==> config.mk <==
export PLATFORM = sky130hd
export DESIGN_NAME = pulse_spacer
export DESIGN_NICKNAME = d
export VERILOG_FILES = /design/src/rtl/pulse_spacer_pkg.sv /design/src/rtl/pulse_spacer.sv
export SDC_FILE = /design/constraint.sdc
export NUM_CORES = 1
export LEC_CHECK = 0
export CORE_ASPECT_RATIO = 1.1
export CORE_UTILIZATION = 40
export CTS_BUF_LIST = sky130_fd_sc_hd__clkbuf_4
export CTS_CLUSTER_DIAMETER = 150
export DETAILED_ROUTE_END_ITERATION = 7
export PLACE_DENSITY = 0.68
export RECOVER_POWER = 50
export SKIP_LAST_GASP = 1
export SYNTH_ARGS = -nofsm -noshare
export SYNTH_HDL_FRONTEND = slang
export SYNTH_SLANG_ARGS = --single-unit
==> constraint.sdc <==
create_clock -name clk_i -period 7.5 [get_ports clk_i]
set_input_delay 0.75 -clock clk_i [delete_from_list [all_inputs] [get_ports clk_i]]
set_output_delay 0.75 -clock clk_i [all_outputs]
set_load 0.1 [all_outputs]
==> src/rtl/pulse_spacer_pkg.sv <==
// Shared types and defaults for the pulse spacer: FSM state encoding,
// default parameter values and the gap counter width.
package pulse_spacer_pkg;

    typedef enum logic [1:0] {
        IDLE  = 2'd0,
        PULSE = 2'd1,
        GAP   = 2'd2
    } state_e;

    localparam int DEF_MIN_GAP = 4;
    localparam int DEF_CNT_W   = 4;

    // Wide enough for the largest legal MIN_GAP (255).
    localparam int GAP_W = 8;

endpackage

==> src/rtl/pulse_spacer.sv <==
// Turns a stream of single-cycle requests into output pulses spaced at least MIN_GAP low cycles apart.
// Optional sticky drop flag: define PULSE_SPACER_OVF_EN to add overflow_o / ovf_clr_i.
module pulse_spacer
    import pulse_spacer_pkg::*;
#(
    parameter int MIN_GAP = DEF_MIN_GAP,
    parameter int CNT_W   = DEF_CNT_W
) (
    input  logic             clk_i,
    input  logic             rst_i,
    input  logic             event_i,
`ifdef PULSE_SPACER_OVF_EN
    input  logic             ovf_clr_i,
    output logic             overflow_o,
`endif
    output logic             pulse_o,
    output logic [CNT_W-1:0] pending_o,
    output logic             busy_o
);

    state_e             state_q, state_d;
    logic [GAP_W-1:0]   gap_q, gap_d;
    logic [CNT_W-1:0]   pending_q, pending_d;
    logic               pulse_q, pulse_d;
    logic               have_req;
    logic               dec;
    logic               inc;
    logic               pend_max;

    always_comb begin
        // NOTE: every signal gets a default first so no path leaves it unassigned (no latches).
        state_d   = state_q;
        gap_d     = gap_q;
        pending_d = pending_q;
        have_req  = event_i | (pending_q != '0);

        case (state_q)
            IDLE: begin
                if (have_req) state_d = PULSE;
            end
            PULSE: begin
                state_d = GAP;
                gap_d   = GAP_W'(MIN_GAP);
            end
            GAP: begin
                gap_d = gap_q - GAP_W'(1);
                if (gap_q <= GAP_W'(1)) state_d = have_req ? PULSE : IDLE;
            end
            default: state_d = IDLE;
        endcase

        // A pulse is issued on every entry to PULSE; it consumes one request.
        dec      = (state_d == PULSE);
        pend_max = (pending_q == '1);
        inc      = event_i & ~(pend_max & ~dec);

        if (inc & ~dec)      pending_d = pending_q + CNT_W'(1);
        else if (dec & ~inc) pending_d = pending_q - CNT_W'(1);

        pulse_d = dec;
    end

    always_ff @(posedge clk_i) begin
        // NOTE: state flops use non-blocking assignments so all registers update together.
        if (rst_i) begin
            state_q   <= IDLE;
            gap_q     <= '0;
            pending_q <= '0;
            pulse_q   <= 1'b0;
        end else begin
            state_q   <= state_d;
            gap_q     <= gap_d;
            pending_q <= pending_d;
            pulse_q   <= pulse_d;
        end
    end

`ifdef PULSE_SPACER_OVF_EN
    logic overflow_q, overflow_d;
    logic drop;

    // Set beats clear when a drop and a clear land in the same cycle.
    always_comb begin
        drop       = event_i & pend_max & ~dec;
        overflow_d = overflow_q;
        if (drop)           overflow_d = 1'b1;
        else if (ovf_clr_i) overflow_d = 1'b0;
    end

    always_ff @(posedge clk_i) begin
        if (rst_i) overflow_q <= 1'b0;
        else       overflow_q <= overflow_d;
    end

    assign overflow_o = overflow_q;
`endif

    assign pulse_o   = pulse_q;
    assign pending_o = pending_q;
    assign busy_o    = (state_q != IDLE) | (pending_q != '0);

endmodule

==> results.sh <==
export IMPL_crit_fanout=4
export IMPL_max_freq_mhz=289
export IMPL_syn_area_per_cell_um2=9.08
export IMPL_synth_top_area_share_pct=34.4
export IMPL_clock_sinks=15
export IMPL_ys_async_sr_fraction_pct=0
export IMPL_clock_skew_final_ps=5.19
export IMPL_cpLargestDelayFamily="compound AO/OA/AOI/OAI gates"
export IMPL_fin_nets=118
export IMPL_core_area_um2=2020
export IMPL_fp_dieW_um=46.5
export IMPL_synth_cell_area_um2=872
export IMPL_grt_max_degree=11
export IMPL_cts_tree="done"
export IMPL_cpPeakStageDelay_ps=540
export IMPL_drtIter0Drc=9
export IMPL_numCtsBuffers=3
export IMPL_initial_core_util_pct=43.2
export IMPL_die_area_um2=2370
export IMPL_hold_viol=0
export IMPL_hold_path_class="flop to flop"
export IMPL_routed_wl_um=1570
export IMPL_period_share_pct=46.1
export IMPL_worstSkewPairLatency_ps=280
export IMPL_overflow=0
export IMPL_htreeDepth=1
export IMPL_antenna_left=0
export IMPL_ys_ff_latch=15
export IMPL_status="finished, final reports clean"
export IMPL_crit_buf_inv=2
export IMPL_finalSetupTns_ps=0
export IMPL_ys_seq_area_share_pct=34.4
export IMPL_required_ps=7680
export IMPL_grt_pass1_wl_um=2680
export IMPL_drt_pass1_iterations=4
export IMPL_rows=17
export IMPL_synth_warnings=0
export IMPL_grt_use_total_pct=16.0
export IMPL_worst_setup_path_start_kind="flop"
export IMPL_worst_slew_pin_slew_ps=969
export IMPL_cp_arrival_ps=3630
export IMPL_drive_gt1_share_pct=7.62
export IMPL_routedWlPerCell_um=11.8
export IMPL_dp_hpwl_um=1130
export IMPL_pin_count=9
export IMPL_cp_slowest_cell="a311oi_1"
export IMPL_fp_dieH_um=51.0
export IMPL_netlist_instances=96
export IMPL_routabilityCongestion=0.676
export IMPL_ctsHoldBuffers=0
export IMPL_cts_buffer_depth=2
export IMPL_synth_cell_types=34
export IMPL_cts_resized=0
export IMPL_max_cap_viol_count=0
export IMPL_grt_antenna_before_repair=0
export IMPL_grt_setup_unrepaired="false"
export IMPL_clk_pin_slew_ps=90
export IMPL_io_buffers=8
export IMPL_drc=0
export IMPL_vias=674
export IMPL_yosysTopAreaCell="dfxtp_1"
export IMPL_synth_edf_count=0
export IMPL_ys_flop_type="dfxtp_1"
export IMPL_diodes=0
export IMPL_area_delta_synth_final_pct=13.5
export IMPL_crit_chain="inv_1 -> ha_1 -> or2_0 -> and3_1 -> a311oi_1 -> or3_1 -> ha_1 -> inv_1 -> ha_1 -> a21o_1 -> a21oi_1 -> mux2i_1 -> mux2_2"
export IMPL_slew_headroom_pct=35.2
export IMPL_setup_viol=0
export IMPL_multi_input_area_um2=513
export IMPL_layout_min_cycle_time_ps=3460
export IMPL_drv_slew=0
export IMPL_synthTopCellsByArea="dfxtp_1, ha_1, nor2_1"
export IMPL_syn_nets=108
export IMPL_grt_pass1_vias=651
export IMPL_cts_root_buf="clkbuf_4"
export IMPL_seqCellArea_um2=300
export IMPL_postCtsSetupBuffers=0
export IMPL_path_common_cell="ha_1"
export IMPL_worstSetupEndpointType="flop"
export IMPL_filler_cell_count=183
export IMPL_via_per_inst=5.07
export IMPL_critPathKind="flop to flop"
final timing paths:
check	startpoint	to	slack, ps	cells after the start
worst max-delay path	gap_q[0]$_SDFFE_PP0P_	pending_o[3]$_SDFFE_PP0P_	4040	13
worst min-delay path	gap_q[1]$_SDFFE_PP0P_	gap_q[1]$_SDFFE_PP0P_	510	2
worst min register to register	gap_q[1]$_SDFFE_PP0P_	gap_q[1]$_SDFFE_PP0P_	510	2
worst max register to register	gap_q[0]$_SDFFE_PP0P_	pending_o[3]$_SDFFE_PP0P_	4040	13
kinds of logic after synthesis:
group | after synthesis | share of synthesized area [%]
fa+ha+maj | 9 | 13.8
mux | 3 | 3.59
flops | 15 | 34.4
xor+xnor | 8 | 8.03
compound gates | 13 | 12.1
simple gates | 36 | 22.8
buf+inv | 12 | 5.31
per-stage QoR:
step                utilization [%]  hold slack, ps  std cells  worst slack [ps]  cell area (um^2)
floorplan                         -             479         96              4080               872
global placement               48.2             494        129              3970               975
detailed placement             48.2             504        129              3890               975
CTS                            49.6             518        133              4110              1000
global route                   49.0             545        133              3770               990
finish                         49.0             514        133              4040               990
worst min-delay path: cells and delay by family, from the launching register on:
family / cells / cell delay, ps
AOI/OAI and AO/OA: 1 / 50
DFF: 1 / 340
and+or+nand+nor: 1 / 90
flip-flops by register name (all words and copies together), names as in the netlist:
name and count:
gap_q 8, pending_o 4, pulse_o 1, state_q 2
synthesized netlist by cell type, types with 2 or more instances:
cell type and instances:
xor2_1 3, nor3_1 2, nor2_1 16, mux2i_1 2
a21o_1 2, dfxtp_1 15, nor2b_1 2, nand2_1 6
xnor2_1 5, ha_1 8, inv_1 9, clkbuf_1 2
a21oi_1 3
cell usage in the layout, fill, tap and decap left out, types with 2 or more instances in the layout:
master           Yosys  routed
clkbuf_4             0       3
dfxtp_1             15      15
nor4b_1              1       2
a21o_1               2       2
xor2_1               3       3
a311oi_1             1       2
ha_1                 8       8
nor3_1               2       2
mux2i_1              2       2
nor2b_1              2       2
nor2_1              16      16
nand2_1              6       6
inv_1                9       9
xnor2_1              5       5
a21oi_1              3       3
clkdlybuf4s50_1      0       7
routing by layer:
layer	share of wire (%)	track usage (%)	wire length (um)
met5	0	0	0
met4	1.1	10.3	17
met3	2.1	2.12	33
met2	51	26.9	800
met1	46	18.0	718
cell type report:
| class | count | share of cell area [%] |
|---|---|---|
| clock inverter | 1 | 0.506 |
| timing repair buffer | 8 | 8.09 |
| inverter | 9 | 3.41 |
| multi-input combinational | 69 | 51.8 |
| tap | 28 | 3.54 |
| sequential | 15 | 30.3 |
| clock buffer | 3 | 2.28 |
Power is left out: the tool's default activity adds up to more than one toggle a clock period on the data nets, which glitch-free logic cannot reach.
